**src/rtl/alu_pkg.sv**
```systemverilog
// Shared ALU control codes, ALU-op encodings and the latency helper for the
// ID/EX control pipeline.
package alu_pkg;

  localparam int unsigned CTRL_W_DEF = 5;
  localparam int unsigned CODE_W     = 5;

  typedef enum logic [CODE_W-1:0] {
    ALU_ADD    = 5'b00000,
    ALU_SUB    = 5'b00001,
    ALU_AND    = 5'b00010,
    ALU_OR     = 5'b00011,
    ALU_XOR    = 5'b00100,
    ALU_SLT    = 5'b00101,
    ALU_SLL    = 5'b00110,
    ALU_SRL    = 5'b00111,
    ALU_SRA    = 5'b01000,
    ALU_SLTU   = 5'b01001,
    ALU_PASSB  = 5'b01010,
    ALU_MUL    = 5'b10000,
    ALU_MULH   = 5'b10001,
    ALU_MULHSU = 5'b10010,
    ALU_MULHU  = 5'b10011,
    ALU_DIV    = 5'b10100,
    ALU_DIVU   = 5'b10101,
    ALU_REM    = 5'b10110,
    ALU_REMU   = 5'b10111
  } alu_ctrl_e;

  localparam logic [1:0] ALUOP_ADD   = 2'b00;
  localparam logic [1:0] ALUOP_SUB   = 2'b01;
  localparam logic [1:0] ALUOP_RI    = 2'b10;
  localparam logic [1:0] ALUOP_PASSB = 2'b11;

  // EX occupancy in cycles: 100xx are multiplies, 101xx are divide/remainder.
  function automatic int unsigned op_latency(input logic [CODE_W-1:0] ctrl,
                                             input int unsigned mul_lat,
                                             input int unsigned div_lat);
    if (ctrl[4:2] == 3'b100) return mul_lat;
    if (ctrl[4:2] == 3'b101) return div_lat;
    return 1;
  endfunction

endpackage

```
**src/rtl/alu_ctrl_pipe_decode.sv**
```systemverilog
// Combinational decode of ALU-op and funct fields into an ALU control code.
module alu_op_decode
  import alu_pkg::*;
#(
  parameter bit ENABLE_M = 1'b1
) (
  input  logic [1:0]        alu_op,
  input  logic [2:0]        funct3,
  input  logic              funct7_5,
  input  logic              funct7_0,
  input  logic              is_rtype,
  output logic [CODE_W-1:0] ctrl,
  output logic              illegal
);

  always_comb begin
    ctrl    = ALU_ADD;
    illegal = 1'b0;
    case (alu_op)
      ALUOP_ADD:   ctrl = ALU_ADD;
      ALUOP_SUB:   ctrl = ALU_SUB;
      ALUOP_PASSB: ctrl = ALU_PASSB;
      ALUOP_RI: begin
        if (is_rtype && funct7_0) begin
          // M-extension: funct3 selects the op directly within the 10xxx block
          if (ENABLE_M) ctrl = {2'b10, funct3};
          else          illegal = 1'b1;
        end else begin
          case (funct3)
            3'b000:  ctrl = (is_rtype && funct7_5) ? ALU_SUB : ALU_ADD;
            3'b001:  ctrl = ALU_SLL;
            3'b010:  ctrl = ALU_SLT;
            3'b011:  ctrl = ALU_SLTU;
            3'b100:  ctrl = ALU_XOR;
            3'b101:  ctrl = funct7_5 ? ALU_SRA : ALU_SRL;
            3'b110:  ctrl = ALU_OR;
            default: ctrl = ALU_AND;
          endcase
        end
      end
      default: ctrl = ALU_ADD;
    endcase
  end

endmodule

```
**src/rtl/alu_ctrl_pipe.sv**
```systemverilog
// ID/EX ALU control register: holds each op in EX for its latency and raises
// busy toward the hazard unit while a multi-cycle op occupies the stage.
module alu_ctrl_pipe
  import alu_pkg::*;
#(
  parameter int unsigned CTRL_W   = CTRL_W_DEF,
  parameter bit          ENABLE_M = 1'b1,
  parameter int unsigned MUL_LAT  = 2,
  parameter int unsigned DIV_LAT  = 33
) (
  input  logic              clk,
  input  logic              rst_n,
  input  logic              id_valid,
  input  logic [1:0]        alu_op,
  input  logic [2:0]        funct3,
  input  logic              funct7_5,
  input  logic              funct7_0,
  input  logic              is_rtype,
  input  logic              stall_in,
  input  logic              flush,
  output logic              ex_valid,
  output logic [CTRL_W-1:0] ex_alu_ctrl,
  output logic              ex_illegal,
  output logic              ex_last,
  output logic              busy
);

  localparam int unsigned MAX_LAT = (MUL_LAT > DIV_LAT) ? MUL_LAT : DIV_LAT;
  localparam int unsigned CNT_W   = (MAX_LAT > 1) ? $clog2(MAX_LAT) : 1;

  logic [CODE_W-1:0] dec_ctrl;
  logic              dec_illegal;
  logic [CNT_W-1:0]  dec_cnt;
  logic [CNT_W-1:0]  cnt;

  alu_op_decode #(
    .ENABLE_M (ENABLE_M)
  ) u_decode (
    .alu_op   (alu_op),
    .funct3   (funct3),
    .funct7_5 (funct7_5),
    .funct7_0 (funct7_0),
    .is_rtype (is_rtype),
    .ctrl     (dec_ctrl),
    .illegal  (dec_illegal)
  );

  assign dec_cnt = CNT_W'(op_latency(dec_ctrl, MUL_LAT, DIV_LAT) - 32'd1);
  assign ex_last = ex_valid & (cnt == '0);
  assign busy    = ex_valid & (cnt != '0);

  // Priority: flush, then remaining-latency countdown, then stall hold, then capture.
  always_ff @(posedge clk or negedge rst_n) begin
    if (!rst_n) begin
      ex_valid    <= 1'b0;
      ex_alu_ctrl <= '0;
      ex_illegal  <= 1'b0;
      cnt         <= '0;
    end else if (flush) begin
      ex_valid    <= 1'b0;
      ex_alu_ctrl <= '0;
      ex_illegal  <= 1'b0;
      cnt         <= '0;
    end else if (cnt != '0) begin
      cnt <= cnt - CNT_W'(1);
    end else if (!stall_in) begin
      ex_valid    <= id_valid;
      ex_alu_ctrl <= id_valid ? CTRL_W'(dec_ctrl) : '0;
      ex_illegal  <= id_valid & dec_illegal;
      cnt         <= id_valid ? dec_cnt : '0;
    end
  end

endmodule

```
**config.mk**
```make
export PLATFORM = sky130hd
export DESIGN_NAME = alu_ctrl_pipe
export DESIGN_NICKNAME = d
export VERILOG_FILES = /design/src/rtl/alu_pkg.sv /design/src/rtl/alu_ctrl_pipe_decode.sv /design/src/rtl/alu_ctrl_pipe.sv
export SDC_FILE = /design/constraint.sdc
export NUM_CORES = 1
export LEC_CHECK = 0
export CAP_MARGIN = 20
export CORE_MARGIN = 5
export CORE_UTILIZATION = 49
export CTS_CLUSTER_DIAMETER = 150
export DETAILED_ROUTE_END_ITERATION = 10
export MAX_ROUTING_LAYER = met4
export PLACE_DENSITY = 0.8
export SYNTH_ARGS = -nofsm -noshare
export SYNTH_HDL_FRONTEND = slang
export SYNTH_SLANG_ARGS = --single-unit
```
**constraint.sdc**
```tcl
create_clock -name clk -period 2.6 [get_ports clk]
set_input_delay 0.65 -clock clk [delete_from_list [all_inputs] [get_ports clk]]
set_output_delay 0.65 -clock clk [all_outputs]
set_load 0.03 [all_outputs]
```
==> flow_metrics.py <==
metrics = {
    "outcome": {
        "outcome": "completed",
    },
    "timing": {
        "fin_crit_ns": 2.49,
        "finalHoldViolCount": 0,
        "skew_ns": 0.00170,
        "max_slew_margin_pct": 63.3,
        "grt_setup_unrepaired": "no",
        "holdWs_ns": 0.488,
        "fin_tns_setup_ns": 0,
        "setup_violations": 0,
        "final.period_utilization_pct": 96.0,
        "maxSlewViolCount": 0,
        "layout_setup_ws_ns": 0.105,
        "max_freq_ghz": 0.401,
        "worst_pin_slew_ns": 0.549,
    },
    "routing": {
        "vias": 731,
        "route.detailed.wl_per_inst_um": 15.3,
        "antenna_left": 0,
        "routed_wl_um": 1840,
        "via_per_inst": 6.09,
        "route.detailed.drc": 0,
        "first_pass_iters": 4,
        "first_iter_violations": 10,
    },
    "worst_setup_path": {
        "worstPathRequired_ns": 1.95,
        "cp.arrival_ns": 1.84,
        "worstSetupPathType": "flop to output pin",
        "r2r_slack_ns": 0.73,
        "crit_end": "ex_last",
        "end_kind": "output pin",
        "worstSetupStartpoint": "cnt[0]",
        "crit_path_max_fanout": 6,
        "r2r_cells": 6,
        "rr_endpoint": "ex_alu_ctrl[1]",
        "reg2reg_from": "cnt[0]",
        "start_kind": "flop",
    },
    "floorplanning": {
        "chipWidth_um": 49.9,
        "dieArea_um2": 2490,
        "io-pin-count": 22,
        "std_cell_rows": 14,
        "start_util_pct": 51.8,
        "core_region_area_um2": 1510,
        "die_h_um": 49.9,
    },
    "grt": {
        "grt_pass1_wl_um": 3070,
        "grt_pass1_vias": 680,
        "grt_max_degree": 13,
        "grt-ovfl-total": 0,
        "grtUsageTotal_pct": 16.4,
        "grt_antenna_before_repair": 0,
    },
    "finish": {
        "final-seq-area_um2": 300,
        "multiInputGateArea_um2": 432,
        "layout.nets": 121,
        "final_layout_size_suffix_gt1_share_pct": 11.5,
        "diodes": 0,
        "area_growth_pct": 27.6,
        "final_cell_count_no_fill": 120,
        "fill_cells": 125,
    },
    "clock_tree": {
        "cts_tree": "done",
        "clk-insertion-delay-late_ns": 0.27,
        "clk_pin_slew_ns": 0.07,
        "clock_path_buffers": 2,
        "htreeDepth": 1,
        "clock-root-buffer": "clkbuf_4",
        "cts.sinks": 12,
        "numCtsBuffers": 3,
    },
    "synthesis": {
        "ys_seq_area_share_pct": 38.5,
        "syn_area_um2": 781,
        "synth_flop_cell": "dfrtp_1",
        "ys_ff_latch": 12,
        "synth_cell_types": 40,
        "yosysWarnings": 0,
        "syn_inst": 86,
        "syn-mean-instance-area_um2": 9.08,
        "synth_edf_count": 0,
        "synth_nets": 101,
        "async_flop_share_pct": 100,
    },
    "placed_design": {
        "pre_cts_ws_ns": 0.113,
        "numPortBuffers": 20,
        "place_inst": 117,
        "gp_congestion": 0.785,
        "hpwl_um": 1370,
    },
    "hold_path": {
        "hp-class": "flop to flop",
    },
    "run": {
        "cap_violations": 0,
    },
    "power_and_ir_drop": {
        "power.leakage_nw": 0.428,
        "vdd_drop_max_uv": 454,
        "total_power_mw": 0.769,
        "p_per_area_nw_per_um2": 772,
    },
}
placed cells by master (no fill, tap or decap), types with 2 or more instances in the layout:
master / instances
a21oi_1: 5
a32o_1: 2
clkbuf_4: 3
clkdlybuf4s50_1: 18
dfrtp_1: 12
ha_1: 2
inv_1: 4
mux2_2: 2
nand2_1: 10
nand3b_1: 2
nor2_1: 3
nor3_1: 3
nor3b_1: 2
o21ai_0: 5
o31ai_1: 2
or4_1: 2
xnor2_1: 2
worst max-delay path: stages (launching register included):
cell and delay (ns):
dfrtp_1 0.40, inv_1 0.11, ha_1 0.22, and3b_1 0.31, and2_2 0.18, clkdlybuf4s15_1 0.36
how the worst min path moves through the flow:
| stage | endpoint | start | slack (ns) | cells past startpoint |
|---|---|---|---|---|
| final | ex_alu_ctrl[3] | ex_alu_ctrl[3] | 0.49 | 2 |
| after floorplan | cnt[0] | rst_n | 0.35 | 0 |
| after CTS | ex_alu_ctrl[3] | ex_alu_ctrl[3] | 0.50 | 2 |
| after global routing | ex_alu_ctrl[4] | ex_alu_ctrl[4] | 0.51 | 1 |
| after detailed placement | ex_alu_ctrl[1] | ex_alu_ctrl[1] | 0.47 | 2 |
| after global placement | ex_alu_ctrl[3] | ex_alu_ctrl[3] | 0.47 | 2 |
registers in the layout, indices dropped and copies added (netlist names):
name / flops
ex_valid: 1
cnt: 6
ex_alu_ctrl: 5
logic make-up after synthesis:
kind of cell	synth area share, %
and+or+nand+nor	24.7
AOI/OAI and AO/OA	19.4
DFF	38.5
buffers and inverters	6.25
xor gates and xnor gates	3.37
muxes	4.17
adders and majority gates	3.20
other	0.480
through the flow:
step / instance area [um2] / util (%)
2_1_floorplan: 781 / -
3_3_place_gp: 975 / 64.7
3_5_place_dp: 975 / 64.7
4_1_cts: 995 / 66.0
5_1_grt: 996 / 66.1
6_report: 996 / 66.1
layout make-up:
class	instances	area share [%]
clock buffers	3	2.26
flip-flops and latches	12	30.2
well taps	16	2.01
inverters	4	1.51
repair buffers	21	20.7
multi-input cells	64	43.3
metal layers:
layer  global-route usage (%)  vias up  routed length [um]
met3                     1.81        2                  93
met4                     9.17        0                  22
met1                     18.2      354                 772
met2                     28.2       22                 951
li1                         -      353                   -
met5                        -        -                   0
Yosys cell counts, drive strengths merged, types with 3 or more instances:
master | instances | area [um2]
nor3 | 4 | 25.0
a21oi | 5 | 25.0
dfrtp | 12 | 300
and2 | 3 | 20.0
o21ai | 5 | 25.0
inv | 4 | 15.0
nand2 | 10 | 37.5
nor2 | 3 | 11.3
clkbuf | 4 | 15.0
where the power goes:
part           switching [mW]  internal [mW]
Combinational           0.207          0.188
Sequential             0.0353          0.226
Clock                  0.0595         0.0535
Total                   0.302          0.467
timing repair:
item	in CTS	in global routing
pin swaps	0	0
endpoints found under the setup margin	2	1
buffers inserted	0	0
cloned	0	0
hold buffers	0	0
gates resized for setup	2	1
(Power assumes the default switching activity.)
